$ cat src/rtl/load_store_unit.sv
// rtl/load_store_unit.sv - memory-access stage running one load or store per request over a req/ack bus
//
// Optional feature macro: LSU_BUS_TIMEOUT_EN (bus wait limit of TIMEOUT_CYCLES REQ cycles)
//
// Ports:
//   clk, rst_n                 clock (rising edge), asynchronous active-low reset
//   start, inst_type, addr,    request from pipeline control: opcode, effective byte
//   store_data                 address and rs2 value, registered when accepted in IDLE
//   busy, done                 busy from the cycle after accept through DONE; done pulse
//   load_data                  formatted load result, held until the next accepted start
//   exc, exc_cause, exc_tval   exception flag, cause code and faulting address, held likewise
//   mem_req, mem_we, mem_addr, bus request with word-aligned address, byte enables and
//   mem_be, mem_wdata          lane-replicated write data, stable while mem_req is high
//   mem_ack, mem_rdata         bus acknowledge and read data (valid with mem_ack)

module load_store_unit #(
    parameter int ADDR_W         = 32,
    parameter int TIMEOUT_CYCLES = 16
) (
    input  logic              clk,
    input  logic              rst_n,
    input  logic              start,
    input  logic [3:0]        inst_type,
    input  logic [ADDR_W-1:0] addr,
    input  logic [31:0]       store_data,
    output logic              busy,
    output logic              done,
    output logic [31:0]       load_data,
    output logic              exc,
    output logic [4:0]        exc_cause,
    output logic [ADDR_W-1:0] exc_tval,
    output logic              mem_req,
    output logic              mem_we,
    output logic [ADDR_W-1:0] mem_addr,
    output logic [3:0]        mem_be,
    output logic [31:0]       mem_wdata,
    input  logic              mem_ack,
    input  logic [31:0]       mem_rdata
);

    typedef enum logic [1:0] {
        S_IDLE,
        S_REQ,
        S_DONE
    } state_t;

    localparam logic [1:0] SZ_BYTE = 2'd0;
    localparam logic [1:0] SZ_HALF = 2'd1;
    localparam logic [1:0] SZ_WORD = 2'd2;

    state_t state, state_nxt;

    // Decode of the incoming request
    logic        dec_valid;
    logic        dec_store;
    logic        dec_signed;
    logic [1:0]  dec_size;
    logic        dec_misaligned;
    logic [3:0]  dec_be;
    logic [31:0] dec_wdata;
    logic        accept;

    // Request captured at accept
    logic              we_q;
    logic              signed_q;
    logic [1:0]        size_q;
    logic [ADDR_W-1:0] addr_q;
    logic [3:0]        be_q;
    logic [31:0]       wdata_q;

    logic [7:0]  rd_byte;
    logic [15:0] rd_half;
    logic [31:0] rd_fmt;

    always_comb begin
        dec_valid  = 1'b1;
        dec_store  = 1'b0;
        dec_signed = 1'b0;
        dec_size   = SZ_BYTE;
        case (inst_type)
            4'b1000: begin dec_size = SZ_BYTE; dec_signed = 1'b1; end
            4'b1001: begin dec_size = SZ_HALF; dec_signed = 1'b1; end
            4'b1010: dec_size = SZ_WORD;
            4'b1011: dec_size = SZ_BYTE;
            4'b1111: dec_size = SZ_HALF;
            4'b1100: begin dec_size = SZ_BYTE; dec_store = 1'b1; end
            4'b1101: begin dec_size = SZ_HALF; dec_store = 1'b1; end
            4'b1110: begin dec_size = SZ_WORD; dec_store = 1'b1; end
            default: dec_valid = 1'b0;
        endcase
    end

    always_comb begin
        dec_misaligned = 1'b0;
        dec_be         = 4'b1111;
        dec_wdata      = store_data;
        case (dec_size)
            SZ_BYTE: begin
                dec_be    = 4'b0001 << addr[1:0];
                dec_wdata = {4{store_data[7:0]}};
            end
            SZ_HALF: begin
                dec_misaligned = addr[0];
                dec_be         = 4'b0011 << {addr[1], 1'b0};
                dec_wdata      = {2{store_data[15:0]}};
            end
            default: begin
                dec_misaligned = |addr[1:0];
            end
        endcase
    end

    assign accept = (state == S_IDLE) && start && dec_valid;

    // Lane selection and extension of the read word, using the captured offset
    always_comb begin
        case (addr_q[1:0])
            2'd0:    rd_byte = mem_rdata[7:0];
            2'd1:    rd_byte = mem_rdata[15:8];
            2'd2:    rd_byte = mem_rdata[23:16];
            default: rd_byte = mem_rdata[31:24];
        endcase
        rd_half = addr_q[1] ? mem_rdata[31:16] : mem_rdata[15:0];
        case (size_q)
            SZ_BYTE: rd_fmt = {{24{signed_q & rd_byte[7]}}, rd_byte};
            SZ_HALF: rd_fmt = {{16{signed_q & rd_half[15]}}, rd_half};
            default: rd_fmt = mem_rdata;
        endcase
    end

`ifdef LSU_BUS_TIMEOUT_EN
    localparam int CNT_W = $clog2(TIMEOUT_CYCLES + 1);
    logic [CNT_W-1:0] tmo_cnt;
    logic             tmo_hit;

    // The limit is hit in the REQ cycle that would be the TIMEOUT_CYCLES-th without ack
    assign tmo_hit = (state == S_REQ) && !mem_ack && (tmo_cnt == CNT_W'(TIMEOUT_CYCLES - 1));

    always_ff @(posedge clk or negedge rst_n) begin
        if (!rst_n) begin
            tmo_cnt <= '0;
        end else if (state == S_REQ && !mem_ack && !tmo_hit) begin
            tmo_cnt <= tmo_cnt + 1'b1;
        end else begin
            tmo_cnt <= '0;
        end
    end
`endif

    always_ff @(posedge clk or negedge rst_n) begin
        if (!rst_n) begin
            state <= S_IDLE;
        end else begin
            state <= state_nxt;
        end
    end

    always_comb begin
        state_nxt = state;
        busy      = 1'b0;
        done      = 1'b0;
        mem_req   = 1'b0;
        mem_we    = 1'b0;
        mem_addr  = '0;
        mem_be    = '0;
        mem_wdata = '0;
        case (state)
            S_IDLE: begin
                if (accept) begin
                    state_nxt = dec_misaligned ? S_DONE : S_REQ;
                end
            end
            S_REQ: begin
                busy      = 1'b1;
                mem_req   = 1'b1;
                mem_we    = we_q;
                mem_addr  = {addr_q[ADDR_W-1:2], 2'b00};
                mem_be    = be_q;
                mem_wdata = wdata_q;
                if (mem_ack) begin
                    state_nxt = S_DONE;
                end
`ifdef LSU_BUS_TIMEOUT_EN
                else if (tmo_hit) begin
                    state_nxt = S_DONE;
                end
`endif
            end
            S_DONE: begin
                busy      = 1'b1;
                done      = 1'b1;
                state_nxt = S_IDLE;
            end
            default: state_nxt = S_IDLE;
        endcase
    end

    always_ff @(posedge clk or negedge rst_n) begin
        if (!rst_n) begin
            we_q      <= 1'b0;
            signed_q  <= 1'b0;
            size_q    <= SZ_BYTE;
            addr_q    <= '0;
            be_q      <= '0;
            wdata_q   <= '0;
            load_data <= '0;
            exc       <= 1'b0;
            exc_cause <= '0;
            exc_tval  <= '0;
        end else if (accept) begin
            we_q      <= dec_store;
            signed_q  <= dec_signed;
            size_q    <= dec_size;
            addr_q    <= addr;
            be_q      <= dec_be;
            wdata_q   <= dec_wdata;
            load_data <= '0;
            exc       <= dec_misaligned;
            exc_cause <= dec_misaligned ? (dec_store ? 5'd6 : 5'd4) : 5'd0;
            exc_tval  <= dec_misaligned ? addr : '0;
        end else if (state == S_REQ && mem_ack) begin
            load_data <= we_q ? 32'd0 : rd_fmt;
        end
`ifdef LSU_BUS_TIMEOUT_EN
        else if (tmo_hit) begin
            exc       <= 1'b1;
            exc_cause <= we_q ? 5'd7 : 5'd5;
            exc_tval  <= addr_q;
        end
`endif
    end

endmodule

$ cat config.mk
export PLATFORM = sky130hd
export DESIGN_NAME = load_store_unit
export DESIGN_NICKNAME = d
export VERILOG_FILES = /design/src/rtl/load_store_unit.sv
export SDC_FILE = /design/constraint.sdc
export NUM_CORES = 1
export LEC_CHECK = 0
export ABC_AREA = 1
export CORE_ASPECT_RATIO = 0.9
export CORE_UTILIZATION = 61
export DETAILED_ROUTE_END_ITERATION = 10
export DONT_BUFFER_PORTS = 1
export GPL_TIMING_DRIVEN = 0
export PLACE_DENSITY_LB_ADDON = 0.3
export SKIP_LAST_GASP = 1
export SLEW_MARGIN = 40
export SYNTH_ARGS = -nofsm -noshare
export SYNTH_HDL_FRONTEND = slang
export SYNTH_SLANG_ARGS = --single-unit
$ cat constraint.sdc
create_clock -name clk -period 2.1 [get_ports clk]
set_clock_uncertainty 0.05 [all_clocks]
set_input_delay 0.42 -clock clk [delete_from_list [all_inputs] [get_ports clk]]
set_output_delay 0.42 -clock clk [all_outputs]
set_load 0.02 [all_outputs]
==> impl_results.md <==
* Worst Path Required at 1630 ps
* Status: finished with violations
* Routability Congestion at 0.8910
* Max Clk Rate at 471.6 MHz
* Worst Path Class, Setup: flip-flop to output pin
* Grt total ovfl at 0
* RSZ-0062 raised after global routing: true
* H-tree depth at 4
* Synth top area share at 49.67%
* Register area share after synthesis at 49.67%
* Hold Vio Cnt, Final at 140
* Post-DR vias/cell at 5.539
* Area delta synth->final at 15.65%
* CP max stage cell: dfrtp_1
* Post-Synthesis Cells at 924
* Layout Nets at 1065
* N_diodes at 0
* Reg-to-reg slack, setup at 150 ps
* Initial DRC count at 537
* Critical path data arrival time at 1650 ps
* IO Pins at 246
* TritonCTS buffer count at 17
* Core area at 11040 um^2
* Met3 wire length at 2.086 mm
* Synthesized cell area at 7053 um^2
* Async SR Flop Fraction at 100.0%
* Clk Latency, worst-skew pair at 420 ps
* Initial antenna violation count at 0
* CP peak stage delay at 390 ps
* Max-slew headroom at 59.61%
* Pleak at 4.675 nW
* Syn avg cell area at 7.633 um^2
* DR top layer: met4
* Rows at 36
* Drt wl/cell at 17.17 um
* Hold Crit Class: input port to asynchronous set/reset pin
* Yosys cell types at 35
* Vias at 6215
* Clock sinks at 140
* Met2 wire length at 9.302 mm
* First-pass GRT wire length at 30.19 mm
* Reg2Reg Depth at 9
* Slew @ Worst Pin at 605.9 ps
* Clock transition at path regs at 60 ps
* Vias in the first global route at 5982
* Fin Hold WS at -349.6 ps
* Cell family with most CP delay: buffers and inverters
* Layout cells sized above 1 at 22.37%
* Worst setup SP type: flip-flop
* Largest cells by area after synthesis: dfrtp_1, nand2_1, inv_1
* Dpl ws at -400.2 ps
* Buf+Inv Stages, Crit Path at 5
* Gr usage total at 33.14%
* Met1 Wirelength at 7.461 mm
* Peak VDD IR at 735.2 uV
* Chip Height at 104.0 um
* Root buffer cell: clkbuf_16
* Detailed Routing Iterations Pass 1 at 5
* Fillers at 843
* Port Buf Inserts at 0
* Yosys warnings at 0
* Tot Pwr at 0.01170 W
* Hpwl dp at 13.07 mm
* Routed wire length at 19.27 mm
* ANT nets after route at 0
* DIE AREA at 12000 um^2
* Count leader, synth: nand2_1
* CP endpoint kind: output pin
* Synth area leader: dfrtp_1
* Setup ws final at -20.38 ps
* Die X at 115.3 um
* Most frequent cells after synthesis: nand2_1, dfrtp_1, inv_1, o21ai_0, a21oi_1
* Max FO, Critical Path at 7
* # Max-Cap Violations at 0
* Post-synth EDFFs at 0
* Setup violations, final at 16
* Critical path, cell by cell: inv_2 > ha_4 > buf_6 > buf_12 > clkbuf_16 > nand2_1 > inv_2
* Setup TNS at -125.6 ps
* Failing checks: hold timing, setup timing
* Ys flop type: dfrtp_1
* Crit Reg-Reg Endpoint: load_data[22]
* Final Critical Period at 2120 ps
* Pwr dens at 1435 nW/um^2
* Crit path top cell by count: inv_2
* Slew Viols, Final at 0
* DRC at 0
* Number of synthesized register bits at 140
* CTS tree: done
* Longest Clk Path Bufs at 2
* Largest net degree at the start of global routing at 141
* Tcrit/Tclk final at 101.0%
* Reg2reg start: state[0]
* Initial Util at 63.91%
layout by cell type (no fill, tap or decap), types with 2 or more instances in the layout:
master / count
nand2_1: 340
dfrtp_1: 140
o21ai_0: 83
inv_1: 70
inv_2: 52
a21oi_1: 28
nor2_1: 26
nand3_1: 25
o21ai_2: 21
buf_4: 18
clkbuf_16: 18
inv_4: 17
buf_2: 16
or2_2: 13
nand2_4: 12
nand2_2: 10
clkbuf_1: 10
buf_6: 6
a22oi_1: 5
conb_1: 5
clkbuf_4: 4
o211ai_1: 4
clkbuf_2: 4
o21ai_1: 4
clkinv_2: 4
clkbuf_8: 4
buf_8: 3
nand3_4: 3
o21a_1: 3
buf_12: 2
o21bai_1: 2
nor2_2: 2
buf_1: 2
ha_1: 2
report_power, final:
group / switching (W) / leakage [nW] / internal, W
Clock: 0.00109 / 0.273 / 0.00174
Sequential: 0.00116 / 1.83 / 0.00371
Combinational: 0.00256 / 2.57 / 0.00144
cells by family after synthesis:
kind of cell             count (synthesis)  synth area share, %
AO/OA/AOI/OAI                          154                12.76
flip-flops                             140                49.67
other                                    1              0.05317
buffers and inverters                  193                11.83
adder cells (fa/ha/maj)                  3               0.5323
AND/OR/NAND/NOR                        433                25.16
worst max-delay path by stage:
stage,startpoint,endpoint,slack [ps],depth (start not counted)
6_report,state[1],mem_addr[22],-20,7
3_5_place_dp,state[1],mem_addr[19],-400,7
3_3_place_gp,state[1],mem_addr[27],-350,7
5_1_grt,state[1],mem_wdata[2],-100,7
4_1_cts,state[1],mem_be[2],-20,7
2_1_floorplan,state[1],mem_addr[11],50,7
flip-flops by register name, indices dropped and copies added, names as in the netlist, 2 cells and up:
| name | flops |
|---|---|
| load_data | 32 |
| wdata_q | 32 |
| addr_q | 32 |
| exc_cause | 2 |
| be_q | 4 |
| exc_tval | 32 |
| state | 2 |
| size_q | 2 |
final cells by class:
cell class | count | area (um^2) | area share, %
Sequential cell | 140 | 3503 | 42.95
Clock inverter | 6 | 61.31 | 0.7516
Multi-Input combinational cell | 595 | 2833 | 34.73
Timing Repair Buffer | 12 | 140.1 | 1.718
Clock buffer | 25 | 495.5 | 6.075
Tap cell | 152 | 190.2 | 2.332
Buffer | 51 | 360.3 | 4.418
Inverter | 141 | 573.1 | 7.026
per-stage QoR:
step / utilization (%) / std cells / hold WS, ps / cell area [um^2]
CTS: 72.53 / 1120 / -366.3 / 8004
detailed placement: 65.77 / 1080 / 77.25 / 7258
global placement: 65.77 / 1080 / 77.60 / 7258
finish: 73.91 / 1122 / -349.6 / 8157
floorplan: - / 928 / 74.41 / 7068
global route: 73.91 / 1122 / -374.7 / 8157
routing by layer:
metal	GRT usage, %	vias up
li1	-	2878
met3	10.55	39
met4	14.01	0
met5	0	-
met1	41.34	2944
met2	52.78	354
timing repair:
item	in CTS	in global routing
buffers inserted	8	2
endpoints found under the hold margin	140	140
pin swaps	0	1
gates cloned	1	1
gates resized for setup	88	57
setup endpoints to repair	71	112
Power figures use the tool's default switching activity.
